`src/rtl/multdiv_pkg.sv`:
```
// rtl/multdiv_pkg.sv - shared types and constants for the iterative multiply/divide unit
package multdiv_pkg;

  localparam int WIDTH = 32;
  localparam int CNT_W = 5;
  localparam logic [WIDTH-1:0] INT_MIN = 32'h8000_0000;

  typedef enum logic [1:0] {
    IDLE,
    MUL,
    DIV,
    DONE
  } state_t;

endpackage

```
`src/rtl/twos_abs.sv`:
```
// rtl/twos_abs.sv - conditional two's-complement negate; with negate tied to the MSB it yields the magnitude
module twos_abs #(
  parameter int W = 32
) (
  input  logic [W-1:0] value,
  input  logic         negate,
  output logic [W-1:0] result
);

  assign result = negate ? (~value + W'(1)) : value;

endmodule

```
`src/rtl/multdiv_unit.sv`:
```
// rtl/multdiv_unit.sv - iterative signed 32-bit shift-add multiply / restoring divide
module multdiv_unit
  import multdiv_pkg::*;
(
  input  logic             clock,
  input  logic             reset_n,
  input  logic             ctrl_MULT,
  input  logic             ctrl_DIV,
  input  logic [WIDTH-1:0] data_operandA,
  input  logic [WIDTH-1:0] data_operandB,
  output logic [WIDTH-1:0] data_result,
  output logic             data_exception,
  output logic             data_resultRDY,
  output logic             busy
);

  state_t               state;
  logic [CNT_W-1:0]     cnt;
  logic [2*WIDTH-1:0]   acc;
  logic [WIDTH-1:0]     divisor;
  logic                 neg_res;

  logic                 start_mul, start_div;
  logic [WIDTH-1:0]     abs_a, abs_b;
  logic [WIDTH:0]       mul_sum;
  logic [WIDTH-1:0]     div_shift;
  logic [WIDTH:0]       div_diff;
  logic [2*WIDTH-1:0]   mul_next, div_next, step_next;
  logic [2*WIDTH-1:0]   fin_in, fin_out;
  logic                 mul_exc, div_exc;

  assign start_mul = ctrl_MULT & ~ctrl_DIV;
  assign start_div = ctrl_DIV & ~ctrl_MULT;

  twos_abs #(.W(WIDTH)) u_abs_a (
    .value  (data_operandA),
    .negate (data_operandA[WIDTH-1]),
    .result (abs_a)
  );

  twos_abs #(.W(WIDTH)) u_abs_b (
    .value  (data_operandB),
    .negate (data_operandB[WIDTH-1]),
    .result (abs_b)
  );

  // Multiply: acc = {partial product, remaining multiplier bits}, shifted right each step.
  assign mul_sum  = {1'b0, acc[2*WIDTH-1:WIDTH]} + (acc[0] ? {1'b0, divisor} : '0);
  assign mul_next = {mul_sum, acc[WIDTH-1:1]};

  // Divide: acc = {remainder, dividend shifting out / quotient shifting in}.
  // The remainder stays below 2^31, so dropping its top bit on the shift loses nothing.
  assign div_shift = {acc[2*WIDTH-2:WIDTH], acc[WIDTH-1]};
  assign div_diff  = {1'b0, div_shift} - {1'b0, divisor};
  assign div_next  = div_diff[WIDTH] ? {div_shift, acc[WIDTH-2:0], 1'b0}
                                     : {div_diff[WIDTH-1:0], acc[WIDTH-2:0], 1'b1};

  assign step_next = (state == MUL) ? mul_next : div_next;
  assign fin_in    = (state == MUL) ? step_next : {{WIDTH{1'b0}}, step_next[WIDTH-1:0]};

  twos_abs #(.W(2*WIDTH)) u_res (
    .value  (fin_in),
    .negate (neg_res),
    .result (fin_out)
  );

  assign mul_exc = ~((&fin_out[2*WIDTH-1:WIDTH-1]) | ~(|fin_out[2*WIDTH-1:WIDTH-1]));
  // Only INT_MIN / -1 yields a positive quotient magnitude of 2^31.
  assign div_exc = (step_next[WIDTH-1:0] == INT_MIN) & ~neg_res;

  always_ff @(posedge clock) begin
    if (!reset_n) begin
      state          <= IDLE;
      cnt            <= '0;
      acc            <= '0;
      divisor        <= '0;
      neg_res        <= 1'b0;
      data_result    <= '0;
      data_exception <= 1'b0;
      data_resultRDY <= 1'b0;
      busy           <= 1'b0;
    end else begin
      data_resultRDY <= 1'b0;
      if (start_mul || start_div) begin
        cnt     <= '0;
        neg_res <= data_operandA[WIDTH-1] ^ data_operandB[WIDTH-1];
        if (start_div && data_operandB == '0) begin
          state          <= DONE;
          busy           <= 1'b0;
          data_result    <= '0;
          data_exception <= 1'b1;
          data_resultRDY <= 1'b1;
        end else begin
          state   <= start_mul ? MUL : DIV;
          busy    <= 1'b1;
          acc     <= {{WIDTH{1'b0}}, (start_mul ? abs_b : abs_a)};
          divisor <= start_mul ? abs_a : abs_b;
        end
      end else begin
        case (state)
          MUL, DIV: begin
            acc <= step_next;
            cnt <= cnt + 1'b1;
            if (&cnt) begin
              state          <= DONE;
              busy           <= 1'b0;
              data_resultRDY <= 1'b1;
              data_result    <= fin_out[WIDTH-1:0];
              data_exception <= (state == MUL) ? mul_exc : div_exc;
            end
          end
          DONE:    state <= IDLE;
          default: state <= IDLE;
        endcase
      end
    end
  end

endmodule

```
`config.mk`:
```
export PLATFORM = sky130hd
export DESIGN_NAME = multdiv_unit
export DESIGN_NICKNAME = d
export VERILOG_FILES = /design/src/rtl/multdiv_pkg.sv /design/src/rtl/twos_abs.sv /design/src/rtl/multdiv_unit.sv
export SDC_FILE = /design/constraint.sdc
export NUM_CORES = 1
export LEC_CHECK = 0
export BUFFER_PORTS_ARGS = -buffer_cell sky130_fd_sc_hd__buf_2
export CAP_MARGIN = 20
export CORE_MARGIN = 2
export CORE_UTILIZATION = 63
export DETAILED_ROUTE_END_ITERATION = 12
export MAX_ROUTING_LAYER = met4
export PLACE_DENSITY_LB_ADDON = 0.25
export SETUP_SLACK_MARGIN = 0.3
export SYNTH_ARGS = -nofsm -noshare
export SYNTH_HDL_FRONTEND = slang
export SYNTH_SLANG_ARGS = --single-unit
```
`constraint.sdc`:
```
create_clock -name clock -period 7.2 [get_ports clock]
set_input_delay 1.44 -clock clock [delete_from_list [all_inputs] [get_ports clock]]
set_output_delay 1.44 -clock clock [all_outputs]
set_load 0.02 [all_outputs]
```
Yosys cells after proc, flatten, opt, wreduce, memory -nomap -nowiden
Cells that the tools add are included.
Widths: inputs -> output; s select.
- logic and storage cells: 84
- register bits: 139
- input bits: 68
- output and inout bits: 35
- add/sub/neg operators: 6
- multiplexer cells: 34
- reductions and logical operators: 14
- eq/ne operators: 6
- bitwise logic cells: 15
- operators by type and width (operator ; count):
    $mux 64 ; 7
    $mux 32 ; 9
    $add 32x1->32 const B ; 2
    $add 64x1->64 const B ; 1
    $not 32->32 ; 2
    $not 64->64 ; 1
    $add 32x32->33 ; 1
    $reduce_and 33->1 ; 1
    $reduce_or 33->1 ; 1
    $sub 32x32->33 ; 1
    $eq 32x32->1 const B ; 1
    $logic_not 32->1 ; 1
    $mux 1 ; 13
    $mux 2 ; 5
    $not 1->1 ; 7
    $reduce_and 2->1 ; 3
    $add 5x1->5 const B ; 1
    $reduce_and 5->1 ; 1
    $reduce_bool 2->1 ; 2
    $reduce_or 2->1 ; 2
    $and 1x1->1 ; 3
    $ne 3x3->1 const B ; 1
    $reduce_and 3->1 ; 1
    $eq 2x1->1 const B ; 1
    7 further kinds ; 7

Depth between registers and ports, before layout
- depth after elaboration: 15
- mapped depth: 26
- depth with buffers taken out: 25

Cells and area by module
A second synthesis with hierarchy kept.
- cells, all modules: 1770
- area, all modules: 13950.9 um^2
- modules (own cells, without submodules) (module ; area an instance (um^2) ; instances ; cells each ; seq. area each (um^2)):
    multdiv_unit ; 10747.8 ; 1 ; 1366 ; 2782.7
    twos_abs at u_res ; 1649.1 ; 1 ; 206 ; 0.0
    twos_abs at u_abs_a ... ; 777.0 ; 2 ; 99 ; 0.0

Least setup slack after synthesis
OpenSTA, ideal clock, no wires.
- path kind: reg2reg
- from: register acc[31]
- to: register data_exception
- slack: 1710 ps
- library setup time: 124 ps
- path buffers: 1
- period minus slack after synthesis: 5490 ps
- required time: 7076 ps
- stages on the path, launching flop included: 27
- arrival time: 5366 ps
- path through: dfxtp_1 inv_1 ha_1 inv_1 fa_1 a211oi_1 o21a_1 nor3_1 and4_1 o2111ai_1 nand2_1 clkbuf_1 inv_1 ha_1 o21ai_1 nor4_2 and3_1 nor4b_1 nand3_1 nor4b_2 a21oi_1 xor2_1 or4b_1 nor4_1 o211ai_1 nor4_1 nor3_1
- cells in the longest elaborated chain, start to end: 15
- elaborated cells between the ends (all ways): 18
- those cells by class: add/sub (2); eq/ne (1); mux (8); bitwise (5); reduce/logical (2)
- RTL lines (what ; line ; RTL):
    start: declaration ; multdiv_unit.sv:19 ; logic [2*WIDTH-1:0] acc;
    start signal: assignment ; multdiv_unit.sv:96 ; acc <= {{WIDTH{1'b0}}, (start_mul ? abs_b : abs_a)};
    start signal: assignment ; multdiv_unit.sv:102 ; acc <= step_next;
    $sub 32x32->33 ; multdiv_unit.sv:54 ; assign div_diff = {1'b0, div_shift} - {1'b0, divisor};
    $mux 64 ; multdiv_unit.sv:55 ; assign div_next = div_diff[WIDTH] ? {div_shift, acc[WIDTH-2:0], 1'b0}
    $mux 64 (*) ; multdiv_unit.sv:58 ; assign step_next = (state == MUL) ? mul_next : div_next;
    $mux 64 ; multdiv_unit.sv:59 ; assign fin_in = (state == MUL) ? step_next : {{WIDTH{1'b0}}, step_next[WIDTH-1:0]};
    $not 64->64 ; twos_abs.sv:10 ; assign result = negate ? (~value + W'(1)) : value;
    $add 64x1->64 ; twos_abs.sv:10 ;
    $mux 64 ; twos_abs.sv:10 ;
    $reduce_or 33->1 ; multdiv_unit.sv:67 ; assign mul_exc = ~((&fin_out[2*WIDTH-1:WIDTH-1]) | ~(|fin_out[2*WIDTH-1:WIDTH-1]));
    $not 1->1 ; multdiv_unit.sv:67 ;
    $or 1x1->1 ; multdiv_unit.sv:67 ;
    $not 1->1 ; multdiv_unit.sv:67 ;
    $mux 1 (*) ; multdiv_unit.sv:109 ; data_exception <= (state == MUL) ? mul_exc : div_exc;
    $mux 1 (*) ; multdiv_unit.sv:104 ; if (&cnt) begin
    $mux 1 (*) ; multdiv_unit.sv:100 ; case (state)
    $mux 1 (*) ; multdiv_unit.sv:84 ; if (start_mul || start_div) begin
    end signal: assignment ; multdiv_unit.sv:109 ;
    end: declaration ; multdiv_unit.sv:12 ; output logic data_exception,
Mark *: on every way between the ends. The rest lies on a longest branch, timed or not. The select of a mux whose other input is x is not followed.
A chain may end at the register's enable or synchronous reset.

Worst setup path after layout
Ends and elaborated chain as after synthesis.

==> impl_metrics.env <==
export IMPL_fmax_mhz=157
export IMPL_critPathTopFamily="simple AND/OR/NAND/NOR gates"
export IMPL_postRouteWirelength_um=46400
export IMPL_rd_place_congestion=0.986
export IMPL_grt_remaining_overflow=0
export IMPL_critical_path_class="register to register"
export IMPL_post_synth_inst_count=2015
export IMPL_regToRegStartpoint="acc[31]"
export IMPL_wire_per_inst_um=20.0
export IMPL_detail_route_iter0_violations=1775
export IMPL_fin_cells=2325
export IMPL_cap_violations=0
export IMPL_placeableCoreArea_mm2=0.0226
export IMPL_startpoint="acc[31]"
export IMPL_totalNegativeSetupSlack_ns=0
export IMPL_vias_per_cell=6.71
export IMPL_tightestPinTransition_ns=1.01
export IMPL_timing_final_crit_share_pct=88.5
export IMPL_synth_async_reset_ratio_pct=0
export IMPL_yosys_most_used_dff="sky130_fd_sc_hd__dfxtp_1"
export IMPL_gr_usage_met2_pct=62.9
export IMPL_synth_most_common_cell="sky130_fd_sc_hd__nor2_1"
export IMPL_count_of_flip_flops_with_a_built_in_enable_after_synthesis=0
export IMPL_ios=103
export IMPL_fp_dieW_um=155
export IMPL_grt_start_max_net_pins=79
export IMPL_number_of_nets_produced_by_synthesis=2157
export IMPL_critPathMaxFanout=12
export IMPL_yosys_area_top_type="sky130_fd_sc_hd__dfxtp_1"
export IMPL_holdCritPathClass="register to register"
export IMPL_gr_max_usage_layer="met2"
export IMPL_grtUsageTotal_pct=38.7
export IMPL_vias=15600
export IMPL_slew_headroom_pct=32.5
export IMPL_p_per_cell_area_mw_per_mm2=178
export IMPL_synth_area_per_cell_um2=7.16
export IMPL_port_buffers=102
export IMPL_cpMaxStageDelayCell="sky130_fd_sc_hd__or4b_1"
export IMPL_post_route_cells_drive_above_1_share_pct=10.4
export IMPL_irDropWorstVdd_mv=0.195
export IMPL_synth_sequential_area_ratio_pct=19.3
export IMPL_synth_largest_type_area_fraction_pct=19.3
export IMPL_fp_dieArea_mm2=0.0241
export IMPL_min_delay_path_depth=2
export IMPL_worstSetupEndpointType="register"
export IMPL_antenna_found_initial=0
export IMPL_stdcell_area_mm2=0.0156
export IMPL_starting_utilization_of_the_core_area_pct=63.9
export IMPL_remaining_routing_drc_violations=0
export IMPL_synth_seq_cells=139
export IMPL_rsz0062_at_grt="no"
export IMPL_grt_pass1_vias=14000
export IMPL_place_detailed_hpwl_um=34700
export IMPL_synthTopCellsByArea="sky130_fd_sc_hd__dfxtp_1 (19%), sky130_fd_sc_hd__nor2_1 (6.7%), sky130_fd_sc_hd__ha_1 (6.2%)"
export IMPL_timing_clock_skew_ns=0.0109
export IMPL_syn_cell_area_mm2=0.0144
export IMPL_die_h_um=155
export IMPL_cts_stage_hold_buffer_count=0
export IMPL_tritoncts_clock_tree="yes"
export IMPL_finalMaxSlewViolations=0
export IMPL_status="complete, no violations"
export IMPL_grt_first_pass_wirelength_um=72700
export IMPL_filler_cell_count=1904
export IMPL_worst_r2r_cell_count=25
export IMPL_final_hold_violation_count=0
export IMPL_cts_root_buffer_cell="sky130_fd_sc_hd__clkbuf_16"
export IMPL_critPathRequiredTime_ns=7.52
export IMPL_synth_warn=0
export IMPL_timing_critical_path_slowest_cell_delay_ns=0.45
export IMPL_clk_pin_slew_worst_paths_ns=0.06
export IMPL_clock_tree_buffer_depth=2
export IMPL_setup_viol=0
export IMPL_global_route_usage_met3_pct=6.55
export IMPL_path_depth=25
export IMPL_insertion_delay_ns=0.44
export IMPL_area_growth_from_synthesis_to_layout_pct=8.04
export IMPL_p_leak_nw=6.31
export IMPL_cts_sinks=139
export IMPL_timing_final_crit_period_ns=6.37
export IMPL_timing_critical_path_mode_cell="sky130_fd_sc_hd__inv_1"
export IMPL_placed_area_mm2=0.0150
export IMPL_critPathBufInv=3
export IMPL_fp_row_count=55
export IMPL_final_antenna_net_count=0
export IMPL_setup_worst_path_start_class="register"
export IMPL_netlist_cell_type_count=101
export IMPL_grt_met1_usage_pct=46.6
export IMPL_cts_inserted_buffers=17
export IMPL_antennaDiodeCount=0
export IMPL_final_net_count=2169
export IMPL_min_from="data_result[0]"
export IMPL_finalPower_mw=2.77
export IMPL_placed_cells=2293
export IMPL_synth_top_cells_by_count="sky130_fd_sc_hd__nor2_1 (258), sky130_fd_sc_hd__nand2_1 (163), sky130_fd_sc_hd__a21oi_1 (149)"
export IMPL_cts_max_level=4
export IMPL_detailedRoute_firstPassIterationCount=6
export IMPL_worst_ep_arrival_time_ns=6.69
[sequential cells by signal, summed over array words and instances, names as in the netlist]
| register | cells |
|---|---|
| busy | 1 |
| state | 2 |
| cnt | 5 |
| neg_res | 1 |
| data_resultRDY | 1 |
| data_exception | 1 |
| data_result | 32 |
| acc | 64 |
| divisor | 32 |
[worst register-to-register path: stages (launching register included)]
cell	delay, ns
sky130_fd_sc_hd__dfxtp_1	0.33
sky130_fd_sc_hd__inv_1	0.06
sky130_fd_sc_hd__ha_1	0.16
sky130_fd_sc_hd__inv_1	0.06
sky130_fd_sc_hd__fa_1	0.42
sky130_fd_sc_hd__a211oi_1	0.31
sky130_fd_sc_hd__o21a_1	0.18
sky130_fd_sc_hd__nor3_1	0.08
sky130_fd_sc_hd__and4_1	0.28
sky130_fd_sc_hd__o2111ai_1	0.39
sky130_fd_sc_hd__nand2_2	0.26
sky130_fd_sc_hd__inv_1	0.14
sky130_fd_sc_hd__ha_1	0.19
sky130_fd_sc_hd__o21ai_1	0.18
sky130_fd_sc_hd__nor4_4	0.36
sky130_fd_sc_hd__and3_1	0.25
sky130_fd_sc_hd__nor4b_1	0.34
sky130_fd_sc_hd__nand3_1	0.21
sky130_fd_sc_hd__nor4b_4	0.37
sky130_fd_sc_hd__a21oi_1	0.15
sky130_fd_sc_hd__xor2_1	0.20
sky130_fd_sc_hd__or4b_1	0.45
sky130_fd_sc_hd__nor4_1	0.38
sky130_fd_sc_hd__o211ai_1	0.14
sky130_fd_sc_hd__nor4_1	0.30
sky130_fd_sc_hd__nor3_1	0.08
[power by group]
| group | switching [mW] | leakage (nW) | internal [mW] | total [mW] |
|---|---|---|---|---|
| combinational | 0.614 | 4.88 | 0.343 | 0.957 |
| sequential | 0.0670 | 1.13 | 0.820 | 0.887 |
| clock | 0.387 | 0.290 | 0.537 | 0.925 |
[layer usage]
layer  vias up  routed length [um]
met1      7273               18500
li1       7368                   -
met4         0                2280
met2       799               21600
met3       152                3990
met5         -                   0
[logic make-up after synthesis]
logic type / Yosys count / synth area share (%)
fa+ha+maj: 74 / 6.52
simple gates: 791 / 27.4
compound gates: 613 / 28.6
flops: 139 / 19.3
mux: 56 / 3.98
buf+inv: 199 / 5.49
xor+xnor: 143 / 8.68
[metrics by stage]
step | setup slack, ns | hold slack [ns] | util [%]
finish | 0.827 | 0.461 | 69.1
global route | 0.365 | 0.486 | 69.1
CTS | 0.695 | 0.458 | 69.0
detailed placement | 0.712 | 0.449 | 66.3
global placement | 0.950 | 0.440 | 66.2
floorplan | 1.71 | 0.454 | -
[area by class of cell]
cell class / instances / area, um^2 / share of cell area [%]
clock buffer: 19 / 453 / 2.91
clock inverter: 13 / 155 / 0.995
inverter: 72 / 272 / 1.74
multi-input combinational: 1677 / 10900 / 70.0
sequential: 139 / 2780 / 17.9
tap: 285 / 357 / 2.29
timing repair buffer: 120 / 653 / 4.19
[layout by cell type (no fill, tap or decap), drive strengths merged, types with 19 or more instances in the layout]
| master | synthesis | routed |
|---|---|---|
| a211oi | 71 | 71 |
| dfxtp | 139 | 139 |
| o211ai | 20 | 20 |
| a21oi | 151 | 151 |
| xor2 | 79 | 79 |
| nor2b | 29 | 29 |
| a21o | 36 | 36 |
| a22oi | 42 | 42 |
| o21ai | 120 | 120 |
| o21a | 20 | 20 |
| nor2 | 259 | 259 |
| and2 | 42 | 42 |
| ha | 72 | 72 |
| nand3 | 43 | 43 |
| xnor2 | 64 | 64 |
| inv | 70 | 75 |
| clkbuf | 106 | 19 |
| buf | 21 | 120 |
| mux2i | 48 | 48 |
| nor3 | 61 | 61 |
| nor4 | 24 | 24 |
| nand2b | 39 | 39 |
| or3 | 27 | 27 |
| nand2 | 163 | 163 |
| o31ai | 29 | 29 |
[repair_timing]
item                                    in CTS  in global routing
setup buffers                                0                  0
hold endpoints to repair                     0                  0
endpoints found under the setup margin       0                  1
resized for setup                            0                  3
[final timing paths]
| kind | endpoint | slack, ns |
|---|---|---|
| worst min-delay path | data_result[0] | 0.46 |
| worst max-delay path | data_exception | 0.83 |
| worst min register to register | data_result[0] | 0.46 |
| worst max register to register | data_exception | 0.83 |
No activity file was read; power rests on OpenSTA's default activity.
